<file path="src/rtl/text_term_ctrl.sv">
// Character-cell terminal write sequencer: cursor, wrap, newline, backspace and ring-buffer scroll.
// Optional TAB handling is enabled by defining TEXT_TERM_TAB_EN.
module text_term_ctrl #(
  parameter int         COLS  = 70,
  parameter int         ROWS  = 30,
  parameter logic [7:0] BLANK = 8'h20
) (
  input  logic        clk,
  input  logic        rst,
  input  logic        char_valid,
  input  logic [7:0]  char_data,
  output logic        char_ready,
  output logic        wr_en,
  output logic [11:0] wr_addr,
  output logic [7:0]  wr_data,
  output logic [4:0]  cursor_row,
  output logic [6:0]  cursor_col,
  output logic [4:0]  scroll_base
);

  localparam logic [6:0] LAST_COL = 7'(COLS - 1);
  localparam logic [4:0] LAST_ROW = 5'(ROWS - 1);

  typedef enum logic [2:0] {
    S_CLEAR_ALL,
    S_IDLE,
    S_WRITE,
    S_BKSP,
`ifdef TEXT_TERM_TAB_EN
    S_TAB,
`endif
    S_CLEAR_ROW
  } state_t;

  state_t      state, state_n;
  logic        ready_n, wr_en_n, newline;
  logic [11:0] wr_addr_n;
  logic [7:0]  wr_data_n;
  logic [4:0]  row_n, base_n, clr_row, clr_row_n, cur_phys;
  logic [6:0]  col_n, clr_col, clr_col_n, bk_col;
`ifdef TEXT_TERM_TAB_EN
  logic [6:0]  tab_col;
`endif

  // Logical-to-physical row: the sum is below 2*ROWS, so one conditional subtract suffices.
  function automatic logic [4:0] phys_row(input logic [4:0] base, input logic [4:0] row);
    logic [5:0] sum;
    sum = {1'b0, base} + {1'b0, row};
    if (sum >= 6'(ROWS))
      sum = sum - 6'(ROWS);
    return sum[4:0];
  endfunction

  function automatic logic [4:0] next_base(input logic [4:0] base);
    return (base == LAST_ROW) ? 5'd0 : base + 5'd1;
  endfunction

  assign cur_phys = phys_row(scroll_base, cursor_row);
  assign bk_col   = cursor_col - 7'd1;
`ifdef TEXT_TERM_TAB_EN
  assign tab_col  = cursor_col + 7'd1;
`endif

  always_comb begin
    state_n   = state;
    ready_n   = 1'b0;
    wr_en_n   = 1'b0;
    wr_addr_n = wr_addr;
    wr_data_n = wr_data;
    row_n     = cursor_row;
    col_n     = cursor_col;
    base_n    = scroll_base;
    clr_row_n = clr_row;
    clr_col_n = clr_col;
    newline   = 1'b0;

    case (state)
      S_CLEAR_ALL: begin
        wr_en_n   = 1'b1;
        wr_addr_n = {clr_row, clr_col};
        wr_data_n = BLANK;
        if (clr_col == LAST_COL) begin
          clr_col_n = 7'd0;
          if (clr_row == LAST_ROW) begin
            clr_row_n = 5'd0;
            state_n   = S_IDLE;
            ready_n   = 1'b1;
          end else begin
            clr_row_n = clr_row + 5'd1;
          end
        end else begin
          clr_col_n = clr_col + 7'd1;
        end
      end

      S_IDLE: begin
        ready_n = 1'b1;
        if (char_valid && char_ready) begin
          if (char_data >= 8'h20 && char_data <= 8'h7E) begin
            state_n   = S_WRITE;
            ready_n   = 1'b0;
            wr_en_n   = 1'b1;
            wr_addr_n = {cur_phys, cursor_col};
            wr_data_n = char_data;
          end else if (char_data == 8'h0A || char_data == 8'h0D) begin
            newline = 1'b1;
          end else if (char_data == 8'h08 && cursor_col != 7'd0) begin
            state_n   = S_BKSP;
            ready_n   = 1'b0;
            wr_en_n   = 1'b1;
            wr_addr_n = {cur_phys, bk_col};
            wr_data_n = BLANK;
`ifdef TEXT_TERM_TAB_EN
          end else if (char_data == 8'h09) begin
            state_n   = S_TAB;
            ready_n   = 1'b0;
            wr_en_n   = 1'b1;
            wr_addr_n = {cur_phys, cursor_col};
            wr_data_n = BLANK;
`endif
          end
        end
      end

      S_WRITE: begin
        state_n = S_IDLE;
        ready_n = 1'b1;
        if (cursor_col == LAST_COL)
          newline = 1'b1;
        else
          col_n = cursor_col + 7'd1;
      end

      S_BKSP: begin
        state_n = S_IDLE;
        ready_n = 1'b1;
        col_n   = bk_col;
      end

`ifdef TEXT_TERM_TAB_EN
      // Each TAB cycle shows the blank for the current cell; the next one is queued up here.
      S_TAB: begin
        if (cursor_col == LAST_COL) begin
          newline = 1'b1;
        end else begin
          col_n = tab_col;
          if (tab_col[2:0] == 3'd0) begin
            state_n = S_IDLE;
            ready_n = 1'b1;
          end else begin
            wr_en_n   = 1'b1;
            wr_addr_n = {cur_phys, tab_col};
            wr_data_n = BLANK;
          end
        end
      end
`endif

      S_CLEAR_ROW: begin
        wr_en_n   = 1'b1;
        wr_addr_n = {clr_row, clr_col};
        wr_data_n = BLANK;
        if (clr_col == LAST_COL) begin
          clr_col_n = 7'd0;
          state_n   = S_IDLE;
          ready_n   = 1'b1;
        end else begin
          clr_col_n = clr_col + 7'd1;
        end
      end

      default: state_n = S_CLEAR_ALL;
    endcase

    // The old top row becomes the new bottom row once the base advances.
    if (newline) begin
      col_n = 7'd0;
      if (cursor_row != LAST_ROW) begin
        row_n   = cursor_row + 5'd1;
        state_n = S_IDLE;
        ready_n = 1'b1;
      end else begin
        base_n    = next_base(scroll_base);
        clr_row_n = scroll_base;
        clr_col_n = 7'd0;
        state_n   = S_CLEAR_ROW;
        ready_n   = 1'b0;
      end
    end
  end

  always_ff @(posedge clk) begin
    if (rst) begin
      state       <= S_CLEAR_ALL;
      char_ready  <= 1'b0;
      wr_en       <= 1'b0;
      wr_addr     <= 12'd0;
      wr_data     <= 8'd0;
      cursor_row  <= 5'd0;
      cursor_col  <= 7'd0;
      scroll_base <= 5'd0;
      clr_row     <= 5'd0;
      clr_col     <= 7'd0;
    end else begin
      state       <= state_n;
      char_ready  <= ready_n;
      wr_en       <= wr_en_n;
      wr_addr     <= wr_addr_n;
      wr_data     <= wr_data_n;
      cursor_row  <= row_n;
      cursor_col  <= col_n;
      scroll_base <= base_n;
      clr_row     <= clr_row_n;
      clr_col     <= clr_col_n;
    end
  end

endmodule
</file>
<file path="config.mk">
export PLATFORM = sky130hd
export DESIGN_NAME = text_term_ctrl
export DESIGN_NICKNAME = d
export VERILOG_FILES = /design/src/rtl/text_term_ctrl.sv
export SDC_FILE = /design/constraint.sdc
export NUM_CORES = 1
export LEC_CHECK = 0
export ABC_CLOCK_PERIOD_IN_PS = 2750
export CAP_MARGIN = 20
export CORE_UTILIZATION = 35
export DETAILED_ROUTE_END_ITERATION = 8
export PLACE_DENSITY = 0.65
export SYNTH_ARGS = -nofsm -noshare
export SYNTH_HDL_FRONTEND = slang
export SYNTH_SLANG_ARGS = --single-unit
</file>
<file path="constraint.sdc">
create_clock -name clk -period 2.75 [get_ports clk]
set_input_delay 0.55 -clock clk [delete_from_list [all_inputs] [get_ports clk]]
set_output_delay 0.55 -clock clk [all_outputs]
set_load 0.01 [all_outputs]
</file>
# Yosys cells after proc, flatten, opt, wreduce, memory -nomap -nowiden
# Index checks and enable logic that the tools add are counted.
totals:
  output_inout_bits: 39
  ff_bits: 54
  n_memories: 0
  wordCells: 113
  ram_bits: 0
  latchBits: 0
  input_bits: 11
  mem_bits_ro: 0
classes:
  magnitude_cmp: 3
  n_eq_ne: 22
  shift: 0
  add_sub_neg: 8
  n_bitwise: 1
  n_mux: 53
  n_div: 0
  reduce_logical: 16
  mul: 0
ops:
  columns: ["cell", "count"]
  rows:
  - ["2-to-1 mux 12 bit", 4]
  - ["2-to-1 mux 5 bit", 7]
  - ["2-to-1 mux 7 bit", 5]
  - ["2-to-1 mux 8 bit", 4]
  - ["2-to-1 mux 3 bit", 9]
  - ["equality test 8 x 4 -> 1 bit, second input constant", 3]
  - ["one-hot mux 12 bit (2 select lines)", 1]
  - ["inequality test 3 bit, second input constant", 6]
  - ["2-to-1 mux 1 bit", 17]
  - ["one-hot mux 8 bit (2 select lines)", 1]
  - ["adder 5 x 1 -> 5 bit, second input constant", 3]
  - ["adder 7 x 1 -> 7 bit, second input constant", 2]
  - ["equality test 7 bit, second input constant", 2]
  - ["one-hot mux 7 bit (2 select lines)", 1]
  - ["one-hot mux 3 bit (4 select lines)", 1]
  - ["equality test 5 bit, second input constant", 2]
  - [">= comparator 8 x 6 -> 1 bit, second input constant", 1]
  - ["less-or-equal comparator 8 x 7 -> 1 bit, second input constant", 1]
  - ["inequality test 4 bit, second input constant", 2]
  - ["nonzero test 7 bit", 1]
  - ["subtractor 7 x 1 -> 7 bit, second input constant", 1]
  - ["adder 5 x 5 -> 6 bit", 1]
  - ["equality test 3 x 2 -> 1 bit, second input constant", 2]
  - [">= comparator 6 x 5 -> 1 bit, second input constant", 1]
  - ["other kinds (16)", 25]

# Depth between registers and ports, before layout
depth:
  ltp_word: 8
  ltp_mapped: 9
  depth_no_buf: 9

# Worst setup path after synthesis
# OpenSTA, ideal clock, no wires.
synth_timing:
  path_type: "register to register"
  startpoint: "register scroll_base[0]"
  endpoint: "register wr_addr[10]"
  period_less_slack_ps: 2460
  required_time_ps: 2620
  t_arrival_ps: 2330
  stages_incl_launch_ff: 10
  slack_ps: 290
  n_path_buf: 0
  setup_ps: 130
  cell_sequence: "dfxtp_1 > ha_1 > inv_1 > fa_1 > xnor2_1 > nand2_1 > or3_1 > o31ai_1 > xnor2_1 > o22ai_1"
synth_between:
  elab_chain_len: 8
  word_cells_on_any_way: 9
  cone_classes: "add/sub (2); order compare (1); mux (6)"
synth_rtl:
  columns: ["item", "line_no", "rtl"]
  rows:
  - ["from (decl)", "18", "output logic [4:0] scroll_base"]
  - ["from (signal assigned)", "212", "scroll_base <= base_n;"]
  - ["adder 5 x 5 -> 6 bit (*)", "48", "sum = {1'b0, base} + {1'b0, row};"]
  - ["subtractor 5 bit or >= comparator 6 x 5 -> 1 bit (tied branches)", "50, 49", null]
  - ["2-to-1 mux 5 bit (*)", "49", "if (sum >= 6'(ROWS))"]
  - ["2-to-1 mux 12 bit", "107", "end else if (char_data == 8'h08 && cursor_col != 7'd0) begin"]
  - ["2-to-1 mux 12 bit", "105", "end else if (char_data == 8'h0A || char_data == 8'h0D) begin"]
  - ["2-to-1 mux 12 bit (*)", "99", "if (char_data >= 8'h20 && char_data <= 8'h7E) begin"]
  - ["2-to-1 mux 12 bit (*)", "98", "if (char_valid && char_ready) begin"]
  - ["one-hot mux 12 bit (2 select lines) (*)", "77", "case (state)"]
  - ["to (signal assigned)", "208", "wr_addr <= wr_addr_n;"]
  - ["to (decl)", "14", "output logic [11:0] wr_addr,"]
# Mark *: on every way between the ends. The rest lies on a longest branch, timed or not. The select of a mux whose other input is x is not followed.
# A chain may end at the register's enable or synchronous reset.

# Final worst setup path
layout_timing:
  startpoint: "register cursor_col[1]"
  endpoint: "register wr_addr[6]"
layout_between:
  elab_chain_len: 6
  word_cells_on_any_way: 10
  cone_classes: "add/sub (1); eq/ne (1); mux (5); reduce/logical (3)"
layout_rtl:
  columns: ["item", "line_no", "rtl"]
  rows:
  - ["from (decl)", "17", "output logic [6:0] cursor_col,"]
  - ["from (signal assigned)", "211", "cursor_col <= col_n;"]
  - ["subtractor 7 x 1 -> 7 bit", "59", "assign bk_col = cursor_col - 7'd1;"]
  - ["2-to-1 mux 12 bit", "107", null]
  - ["2-to-1 mux 12 bit", "105", null]
  - ["2-to-1 mux 12 bit", "99", null]
  - ["2-to-1 mux 12 bit", "98", null]
  - ["one-hot mux 12 bit (2 select lines)", "77", null]
# Parallel ways exist; a longest one is shown, timed or not. The select of a mux whose other input is x is not followed.

==> results.txt <==
The run finished with clean final reports. The number of sinks driven by the clock tree came out at 54. The post-route minimum period came out at 2613 ps.

The count of placed standard cells in the final layout, fillers left out is between 500 and 600. The path class of the lowest-slack min-delay path is reg2reg. The sum of net half-perimeters after detailed placement is approximately 6200 um. Buffers inserted to repair hold after CTS numbered 0. The H-tree was split into 2 levels. STA classifies the critical path endpoint as a register.

The die is 96.65 um wide. Global routing consumed, over all layers together, a little under a fifth of the routing resources. The remaining max-slew budget at the tightest pin is 56.01%.

In this run the count of I/O pins placed on the die edge is 50. Setup repair after global routing left no endpoint under its margin. The final wirelength came out at ~8300 um. The die covers roughly 0.0093 mm^2. The reg2reg setup slack came out at 140 ps. The Yosys step of the flow raised 0 warnings. The weighted congestion at the end of routability-driven global placement came out at around 0.87. The number of instances in the synthesized netlist came out at between 300 and 400. The die is 96.65 um tall. Dividing the final minimum period by the clock period gives 95.01%.

The worst reg2reg path depth is 8. On the final layout, the worst clock skew is between 15 and 20 ps. The slew at the pin closest to its max-slew limit came out at around 660 ps. The proportion of synthesized flip-flops having asynchronous set or reset came out at 0%. Clock-pin slew was measured on the worst setup and hold paths at roughly 110 ps. The global-route wire length before repair came out at 14040 um. The root buffer cell is sky130_fd_sc_hd__clkbuf_8.

The total count of max-transition violations in the final report came out at 0. The netlist area before placement came out at 0.003136 mm^2. The most used flip-flop cell after synthesis is sky130_fd_sc_hd__dfxtp_1. The first TritonRoute pass finished after 6 iterations. The setup TNS is 0 ps. The final routed wire length divided by cell count came out at about 15 um. In this run the remaining antenna-violating nets after routing total 0. The maximum buffer depth of the clock tree came out at 2.

The cell with the largest stage delay on the worst path is sky130_fd_sc_hd__or3b_4. The final hold violation count is 0. The number of flops mapped to enable cells by yosys is 0. The clock latency of the later-clocked register in the worst-skew pair came out at 320 ps. The area of combinational cells with multiple inputs is ~0.0019 mm^2. The critical path goes through inv_1, ha_2, or3b_4, or4_1, a31o_2, and2_1, o21ai_0, o32ai_1.

The residual DRC count is 0. The fraction of layout instances using a drive strength above 1 is under 10%. The number of antenna violations at the first check in global routing is 0. The number of cells on the worst hold path came out at 2. The total power per unit cell area is roughly 350 mW/mm^2. Timing would allow up to 0.3827 GHz. The max-capacitance violation count is 0. The path with the worst hold slack has its endpoint at wr_data[1].

The reg-to-reg endpoint is wr_addr[6]. The number of library cell types mapped by synthesis came out at 58. The core region is between 0.008 and 0.009 mm^2.

The initial standard-cell utilization of the core came out at 36.13%. The startpoint of the lowest-slack register-to-register path is cursor_col[1]. The count of placed standard cells including taps is approximately 550. The data arrival at the endpoint of the critical path is about 2800 ps. After synthesis, flip-flops and latches occupy about a third of the total area. The maximum number of pins on one net before global-route repair is 42. The routed layout has 3020 vias. The via count of the first global-routing pass came out at roughly 2900. For this run, the slowest stage of the critical path takes about 410 ps. Along the worst path, the maximum fanout reaches 5.

The number of buffers added by the clock tree synthesis step is 5. Broken down by cell family, the worst path's largest delay share belongs to simple AND/OR/NAND/NOR gates. For this run, the post-layout net count is between 400 and 500. The area used by sequential logic in the layout came out at 0.001081 mm^2. After global routing the overflow that remains totals 0. The endpoint required time on the critical path is between 2000 and 3000 ps. During placement, the flow inserted port buffers numbering 49.

The number of diodes added for antenna fixing is 0. Together, buffers and inverters on the worst path number 1. The area growth from synthesis to layout is 25.78%. When the netlist entered floorplanning its net count stood at around 420. The maximum resistive drop on vdd came out at between 0.0002 and 0.00025 V.

STA classifies the critical path startpoint as a register. The launch point of the worst hold path is wr_data[1]. TritonCTS built the clock tree. Dividing the detail-routed via count by the number of cells gives roughly 5.4.

The violation count after the first detailed-routing iteration came out at 169. The synthesized flop and latch total is 54. The worst setup path is of the reg2reg kind. The number of filler instances in the final layout came out at just under 900. The per-instance average area after synthesis is between 8 and 9 um^2.

The leakage power came out at between 1 and 1.5 nW. Row generation in the floorplan step produced 34 rows. Setup violations remaining at the end of the flow were counted as 0.
## cells by family after synthesis
| kind of cell | synth area share, % |
|---|---|
| and+or+nand+nor | 26.58 |
| AOI/OAI and AO/OA | 19.51 |
| DFF | 34.48 |
| buffers and inverters | 4.549 |
| xor gates and xnor gates | 6.145 |
| adders and majority gates | 7.422 |
| muxes | 1.317 |
## Yosys cell counts, types with 6 or more instances
master,number,area (um^2)
sky130_fd_sc_hd__ha_1,17,212.7
sky130_fd_sc_hd__nand2b_1,6,37.54
sky130_fd_sc_hd__o21ai_0,15,75.07
sky130_fd_sc_hd__nor3_1,14,70.07
sky130_fd_sc_hd__dfxtp_1,54,1081
sky130_fd_sc_hd__a21oi_1,25,125.1
sky130_fd_sc_hd__nand4_1,7,43.79
sky130_fd_sc_hd__xnor2_1,13,113.9
sky130_fd_sc_hd__and4_1,6,52.55
sky130_fd_sc_hd__inv_1,11,41.29
sky130_fd_sc_hd__xor2_1,9,78.83
sky130_fd_sc_hd__nand3_1,13,65.06
sky130_fd_sc_hd__nand2_1,32,120.1
sky130_fd_sc_hd__a211oi_1,11,82.58
sky130_fd_sc_hd__clkbuf_1,14,52.55
sky130_fd_sc_hd__nor2_1,53,198.9
## worst register-to-register path, stage by stage (launching register included)
cell	delay, ps
sky130_fd_sc_hd__dfxtp_1	360
sky130_fd_sc_hd__inv_1	140
sky130_fd_sc_hd__ha_2	230
sky130_fd_sc_hd__or3b_4	420
sky130_fd_sc_hd__or4_1	410
sky130_fd_sc_hd__a31o_2	330
sky130_fd_sc_hd__and2_1	230
sky130_fd_sc_hd__o21ai_0	270
sky130_fd_sc_hd__o32ai_1	110
## power breakdown
part           switching (mW)  total (mW)  leakage, nW  internal [mW]
clock network           0.290       0.473       0.0408          0.183
registers             0.00768       0.798        0.437          0.791
logic                  0.0615       0.115        0.947         0.0530
total                   0.359        1.39         1.42           1.03
## timing repair
| item | CTS | global route |
|---|---|---|
| hold endpoints to repair | 0 | 0 |
| setup endpoints to repair | 0 | 8 |
| resized for setup | 0 | 1 |
| setup buffers | 0 | 1 |
## metrics by stage
step	hold slack (ps)	setup WS, ps	utilization, %	power [mW]	area, um^2
finish	459.3	137.2	45.44	1.386	3944
global placement	440.8	124.6	44.26	0.9287	3841
floorplan	464.4	289.9	-	0.8787	3136
global route	478.0	12.20	45.44	1.446	3944
detailed placement	446.8	111.1	44.26	0.9297	3841
CTS	461.3	86.31	45.33	1.399	3934
## layer usage
metal / vias to the layer above / global-route usage (%) / part of all wire (%)
li1: 1507 / - / -
met1: 1431 / 22.30 / 44
met2: 78 / 31.85 / 50
met3: 4 / 3.396 / 4.8
met4: 0 / 4.822 / 0.72
met5: - / 0 / 0
## sequential cells by signal, indices dropped and copies added, names as in the netlist
register / flops
state: 3
wr_en: 1
cursor_row: 5
clr_row: 5
wr_addr: 12
cursor_col: 7
clr_col: 7
char_ready: 1
wr_data: 8
scroll_base: 5
## how the worst max path moves through the flow
stage               slack [ps]           start  depth (start not counted)          end
floorplan                  290  scroll_base[0]                          9  wr_addr[10]
global placement           120   cursor_col[1]                          8   wr_addr[6]
detailed placement         110   cursor_col[1]                          9   wr_addr[5]
CTS                         90   cursor_col[1]                          9   wr_addr[5]
global route                10   cursor_col[1]                          9   wr_addr[9]
finish                     140   cursor_col[1]                          8   wr_addr[6]
## cells in the final DEF (no fill, tap or decap), types with 4 or more instances in the layout
cell type                          n
sky130_fd_sc_hd__nand3_1          13
sky130_fd_sc_hd__nor2_1           53
sky130_fd_sc_hd__xor2_1            9
sky130_fd_sc_hd__a31oi_1           4
sky130_fd_sc_hd__ha_1             16
sky130_fd_sc_hd__or3_1             4
sky130_fd_sc_hd__nand2b_1          6
sky130_fd_sc_hd__nand2_1          32
sky130_fd_sc_hd__dfxtp_1          54
sky130_fd_sc_hd__inv_1            11
sky130_fd_sc_hd__and4_1            6
sky130_fd_sc_hd__and3_1            4
sky130_fd_sc_hd__xnor2_1          13
sky130_fd_sc_hd__nor3_1           14
sky130_fd_sc_hd__nor2b_1           4
sky130_fd_sc_hd__o22ai_1           4
sky130_fd_sc_hd__nand4_1           7
sky130_fd_sc_hd__clkdlybuf4s50_1  49
sky130_fd_sc_hd__a211oi_1         11
sky130_fd_sc_hd__a21oi_1          25
sky130_fd_sc_hd__buf_4            22
sky130_fd_sc_hd__o21ai_0          15
sky130_fd_sc_hd__o41ai_1           4
sky130_fd_sc_hd__nor3b_1           4
sky130_fd_sc_hd__clkbuf_8          5
## layout make-up
type	instances	share of cell area, %
multi-input combinational	301	48.54
sequential	54	27.41
timing repair buffer	72	17.13
tap	108	3.426
clock buffer	5	1.745
inverter	12	1.142
clock inverter	3	0.6028
(Power assumes the default switching activity.)
